### config.mk
export PLATFORM = sky130hd
export DESIGN_NAME = led_breath_multi
export DESIGN_NICKNAME = d
export VERILOG_FILES = /design/src/rtl/led_breath_multi.sv
export SDC_FILE = /design/constraint.sdc
export NUM_CORES = 1
export LEC_CHECK = 0
export ABC_AREA = 1
export CORE_MARGIN = 2
export CORE_UTILIZATION = 35
export DETAILED_ROUTE_END_ITERATION = 10
export HOLD_SLACK_MARGIN = 0.12
export PLACE_DENSITY = 0.57
export SLEW_MARGIN = 25
export SYNTH_ARGS = -nofsm -noshare
export SYNTH_HDL_FRONTEND = slang
export SYNTH_SLANG_ARGS = --single-unit
export TNS_END_PERCENT = 5
### constraint.sdc
create_clock -name clk -period 3.6 [get_ports clk]
set_input_delay 0.72 -clock clk [delete_from_list [all_inputs] [get_ports clk]]
set_output_delay 0.72 -clock clk [all_outputs]
set_load 0.005 [all_outputs]
### src/rtl/led_breath_multi.sv
// led_breath_multi: N-channel breathing-LED PWM driver.
// Each channel ramps brightness 0 -> BMAX -> (hold) -> 0 in a triangle and
// repeats; the brightness drives a per-channel PWM whose duty only changes at
// PWM period boundaries so the output never glitches mid-period.
// Optional feature macro: LED_BREATH_GAMMA_EN selects a squared (perceptual)
// brightness-to-duty map; without it duty follows brightness linearly.
module led_breath_multi #(
  parameter int N_LED      = 8,
  parameter int PWM_BITS   = 8,
  parameter int STEP_DIV   = 64,
  parameter int HOLD_TICKS = 0
) (
  input  logic             clk,
  input  logic             rst_n,
  input  logic [N_LED-1:0] led_en,
  input  logic             sync_restart,
  output logic [N_LED-1:0] led_out,
  output logic [N_LED-1:0] cycle_done
);

  localparam int PS_W   = $clog2(STEP_DIV + 1);
  localparam int HOLD_W = (HOLD_TICKS > 0) ? $clog2(HOLD_TICKS + 1) : 1;

  localparam logic [PWM_BITS-1:0] BMAX      = '1;
  localparam logic [PWM_BITS-1:0] BMAX_M1   = BMAX - 1'b1;
  localparam logic [PWM_BITS-1:0] B_ONE     = PWM_BITS'(1);
  localparam logic [PS_W-1:0]     PS_LAST   = PS_W'(STEP_DIV - 1);
  localparam logic [HOLD_W-1:0]   HOLD_LAST = HOLD_W'((HOLD_TICKS > 0) ? HOLD_TICKS - 1 : 0);

  typedef enum logic [1:0] {
    ST_OFF,
    ST_RISE,
    ST_HOLD,
    ST_FALL
  } ch_state_t;

  logic [PWM_BITS-1:0] pwm_cnt;
  logic [PS_W-1:0]     prescaler;
  logic                wrap;
  logic                step_tick;

  assign wrap      = (pwm_cnt == BMAX);
  assign step_tick = wrap && (prescaler == PS_LAST);

  // Shared timebase: PWM counter plus the period prescaler that yields step_tick; a restart re-aligns both
  always_ff @(posedge clk or negedge rst_n) begin
    if (!rst_n) begin
      pwm_cnt   <= '0;
      prescaler <= '0;
    end else if (sync_restart) begin
      pwm_cnt   <= '0;
      prescaler <= '0;
    end else begin
      pwm_cnt <= pwm_cnt + 1'b1;
      if (wrap) begin
        prescaler <= (prescaler == PS_LAST) ? '0 : prescaler + 1'b1;
      end
    end
  end

  for (genvar i = 0; i < N_LED; i++) begin : g_ch
    ch_state_t           state;
    logic [PWM_BITS-1:0] b;
    logic [PWM_BITS-1:0] duty;
    logic [PWM_BITS-1:0] duty_src;
    logic [HOLD_W-1:0]   hold_cnt;
    logic                out_q;
    logic                done_q;

`ifdef LED_BREATH_GAMMA_EN
    logic [2*PWM_BITS-1:0] sq;
    assign sq       = b * b;
    assign duty_src = PWM_BITS'(sq >> PWM_BITS);
`else
    assign duty_src = b;
`endif

    // Channel breath FSM with registered PWM output; disable beats restart beats step_tick
    always_ff @(posedge clk or negedge rst_n) begin
      if (!rst_n) begin
        state    <= ST_OFF;
        b        <= '0;
        duty     <= '0;
        hold_cnt <= '0;
        out_q    <= 1'b0;
        done_q   <= 1'b0;
      end else begin
        out_q  <= led_en[i] && (duty > pwm_cnt);
        done_q <= 1'b0;
        if (!led_en[i]) begin
          state    <= ST_OFF;
          b        <= '0;
          duty     <= '0;
          hold_cnt <= '0;
        end else if (sync_restart) begin
          state    <= ST_RISE;
          b        <= '0;
          duty     <= '0;
          hold_cnt <= '0;
        end else begin
          if (wrap) begin
            duty <= duty_src;
          end
          case (state)
            ST_OFF: begin
              state <= ST_RISE;
              b     <= '0;
            end
            ST_RISE: begin
              if (step_tick) begin
                b <= b + 1'b1;
                if (b == BMAX_M1) begin
                  state <= (HOLD_TICKS > 0) ? ST_HOLD : ST_FALL;
                end
              end
            end
            ST_HOLD: begin
              if (step_tick) begin
                if (hold_cnt == HOLD_LAST) begin
                  state    <= ST_FALL;
                  hold_cnt <= '0;
                end else begin
                  hold_cnt <= hold_cnt + 1'b1;
                end
              end
            end
            ST_FALL: begin
              if (step_tick) begin
                b <= b - 1'b1;
                if (b == B_ONE) begin
                  state  <= ST_RISE;
                  done_q <= 1'b1;
                end
              end
            end
            default: begin
              state <= ST_OFF;
              b     <= '0;
            end
          endcase
        end
      end
    end

    assign led_out[i]    = out_q;
    assign cycle_done[i] = done_q;
  end

endmodule

==> out/results.tsv <==
metric	value	unit
post_cts.repair.setup_buffers	0	
crit_chain	ha_1 -> nand3_2 -> inv_1 -> nand2_2 -> nor2_4 -> nand2_1 -> nand2_2 -> nand2_2 -> clkinv_1 -> nand2_1 -> nand2_1	
grt_pass1_vias	10600	
grt_max_degree	84	
cts.reportedPaths.clkPinSlew	0.07	ns
initialDrtViolationCount	789	
endpoint_kind	flop	
ys_seq_area_share	35.9	%
yosys_register_bits	175	
worst_slew_pin_slew	0.723	ns
synth_top_area_cell	dfrtp_1	
power.density	362	nW/µm²
async_reset_ff_share	100	%
avgSynthCellArea	7.37	µm²
min_period	2.65	ns
holdBufCountCts	0	
cts_sinks	175	
pre_cts_slack	0.817	ns
setup_viol	0	
tns	0	ns
critPathLaunchType	flop	
worstPathArrival	3.02	ns
routedWlPerCell	14.6	µm
synth_edf_count	0	
critical_path_peak_fanout	18	
finalCritPeriodShare	73.5	%
synth-main-ff-cell	dfrtp_1	
reg2reg_from	pwm_cnt[0]	
cts_tree	built	
cp_slowest_stage_delay	0.69	ns
cts_resized	0	
status	finished, final reports clean	
grt_first_pass_wirelength	52.7	mm
setup_slack	0.954	ns
die_area	36400	µm²
routed_wl	31.0	mm
ir_worst_vdd	0.330	mV
place.gp.congestion	0.870	
vias_per_cell	5.16	
die_w	191	µm
maxSlewHeadroom	51.8	%
post-synth-top-count-cell	nand2_1	
critPathSlowestCell	dfrtp_1	
gr-usage-all-layers	17.8	%
worstPathRequired	3.97	ns
slew_viol_final	0	
hold_path_class	input port to async pin	
syn-num-nets	1793	
layout-drive-gt1-share	4.84	%
detail-route-antenna-nets	0	
grt_overflow	0	
dp_hpwl	22.3	mm
utilization	38.8	%
root_buffer	clkbuf_16	
cts_inserted_buffers	17	
start_util	35.4	%
yosys-top-cells-count	nand2_1, nand3_1, dfrtp_1	
drc	0	
synth_top_area_share	35.9	%
n_antenna_cell	0	
core_area	34500	µm²
io_buffer_count	26	
die_height	191	µm
final_nets	1799	
crit_type	flop to flop	
max_freq	0.378	GHz
cap_violations	0	
grt_antenna_before_repair	0	
clkLatencyLatePin	0.44	ns
h-tree-depth	4	
rsz0062_at_grt	no	
synthTopCellsByArea	dfrtp_1, ha_1, nand2_1, nand3_1, o21ai_0	
finClkSkew	0.0107	ns
hold_viol_final	0	
rows	68	
leakage	6.53	nW
netlist_area	12200	µm²
cp-startpoint	pwm_cnt[0]	
area_growth	9.75	%
yosysWarnings	0	
yosysUniqueCellTypes	44	
dr_total_vias	11000	
netlist_instances	1654	
ios	27	
clock_path_buffers	2	
first_pass_iters	5	
==> sequential cells by signal, summed over array words and instances, names as in the netlist <==
signal,cells
g_ch.done_q,8
g_ch.b,64
g_ch.state,16
prescaler,7
pwm_cnt,8
g_ch.duty,64
g_ch.out_q,8
==> cells in the final DEF, fill, tap and decap left out, types with 2 or more instances in the layout <==
cell,instances
nand2_1,406
nand3_1,195
dfrtp_1,175
inv_1,174
o21ai_0,170
nor2_1,138
ha_1,128
a21oi_1,63
clkdlybuf4s50_1,25
nand4_1,24
clkbuf_16,17
o21ai_1,16
nor3_1,15
nand2_2,11
a211oi_1,9
nor4_1,8
buf_4,8
o31ai_1,6
inv_2,6
xor2_1,6
o22ai_1,6
nand3b_1,6
a31oi_1,5
nor2_4,5
o211ai_2,4
clkinvlp_4,4
nand3_2,3
nor2_2,3
nand2_4,3
o21a_1,3
clkinv_4,3
o211ai_1,2
a21oi_2,2
a22oi_1,2
o32ai_1,2
inv_6,2
clkbuf_1,2
clkinv_2,2
buf_12,2
==> cell type report <==
type | count | area (µm²)
inverters | 182 | 686
fillers | 3577 | 21100
repair buffers | 36 | 364
well taps | 455 | 569
multi-input cells | 1248 | 6840
flip-flops and latches | 175 | 4380
clock buffers | 19 | 433
clock inverters | 12 | 114
==> kinds of logic (layout without fill, tap and decap cells) <==
family | after synthesis | in the layout | synth area share [%]
flip-flops | 175 | 175 | 35.9
buffers and inverters | 231 | 249 | 8.03
AND/OR/NAND/NOR | 818 | 818 | 29.1
XOR/XNOR | 7 | 7 | 0.503
AO/OA/AOI/OAI | 295 | 295 | 13.3
adder cells (fa/ha/maj) | 128 | 128 | 13.1
==> power breakdown <==
group	total [mW]	internal [mW]	leakage, nW	switching [mW]
logic	0.936	0.312	3.86	0.624
clock network	1.79	0.954	0.256	0.832
registers	2.13	2.03	2.41	0.0920
total	4.85	3.30	6.53	1.55
==> per-stage QoR <==
| step | cells | power [mW] | instance area (µm²) | hold slack [ns] |
|---|---|---|---|---|
| floorplan | 1654 | 2.82 | 12200 | 0.424 |
| global placement | 2096 | 3.08 | 12800 | 0.498 |
| detailed placement | 2096 | 3.09 | 12800 | 0.509 |
| CTS | 2127 | 4.92 | 13400 | 0.355 |
| global route | 2127 | 5.14 | 13400 | 0.396 |
| finish | 2127 | 4.85 | 13400 | 0.314 |
==> layer usage <==
metal	part of all wire, %	track usage, %	vias up	routed length, µm
li1	-	-	5517	-
met1	48	23.8	5226	15000
met2	47	29.8	209	14400
met3	3.5	2.67	32	1090
met4	1.5	5.04	0	471
met5	0	0	-	0
==> critical path: cells and delay by family, from the launching register on <==
| kind | cells | cell delay, ns |
|---|---|---|
| adder cells (fa/ha/maj) | 1 | 0.32 |
| buffers and inverters | 2 | 0.20 |
| AND/OR/NAND/NOR | 8 | 1.38 |
| flip-flops | 1 | 0.69 |
==> worst paths after layout <==
path | cells past startpoint | slack, ns | end
hold / removal | 1 | 0.31 | g_ch[0].b[3]
max in group asynchronous | 2 | 2.48 | g_ch[5].b[7]
setup / recovery | 11 | 0.95 | g_ch[5].b[5]
min in group clk | 2 | 0.52 | g_ch[3].duty[7]
setup reg to reg | 11 | 0.95 | g_ch[5].b[5]
hold reg to reg | 2 | 0.52 | g_ch[3].duty[7]
(Power assumes the default switching activity.)
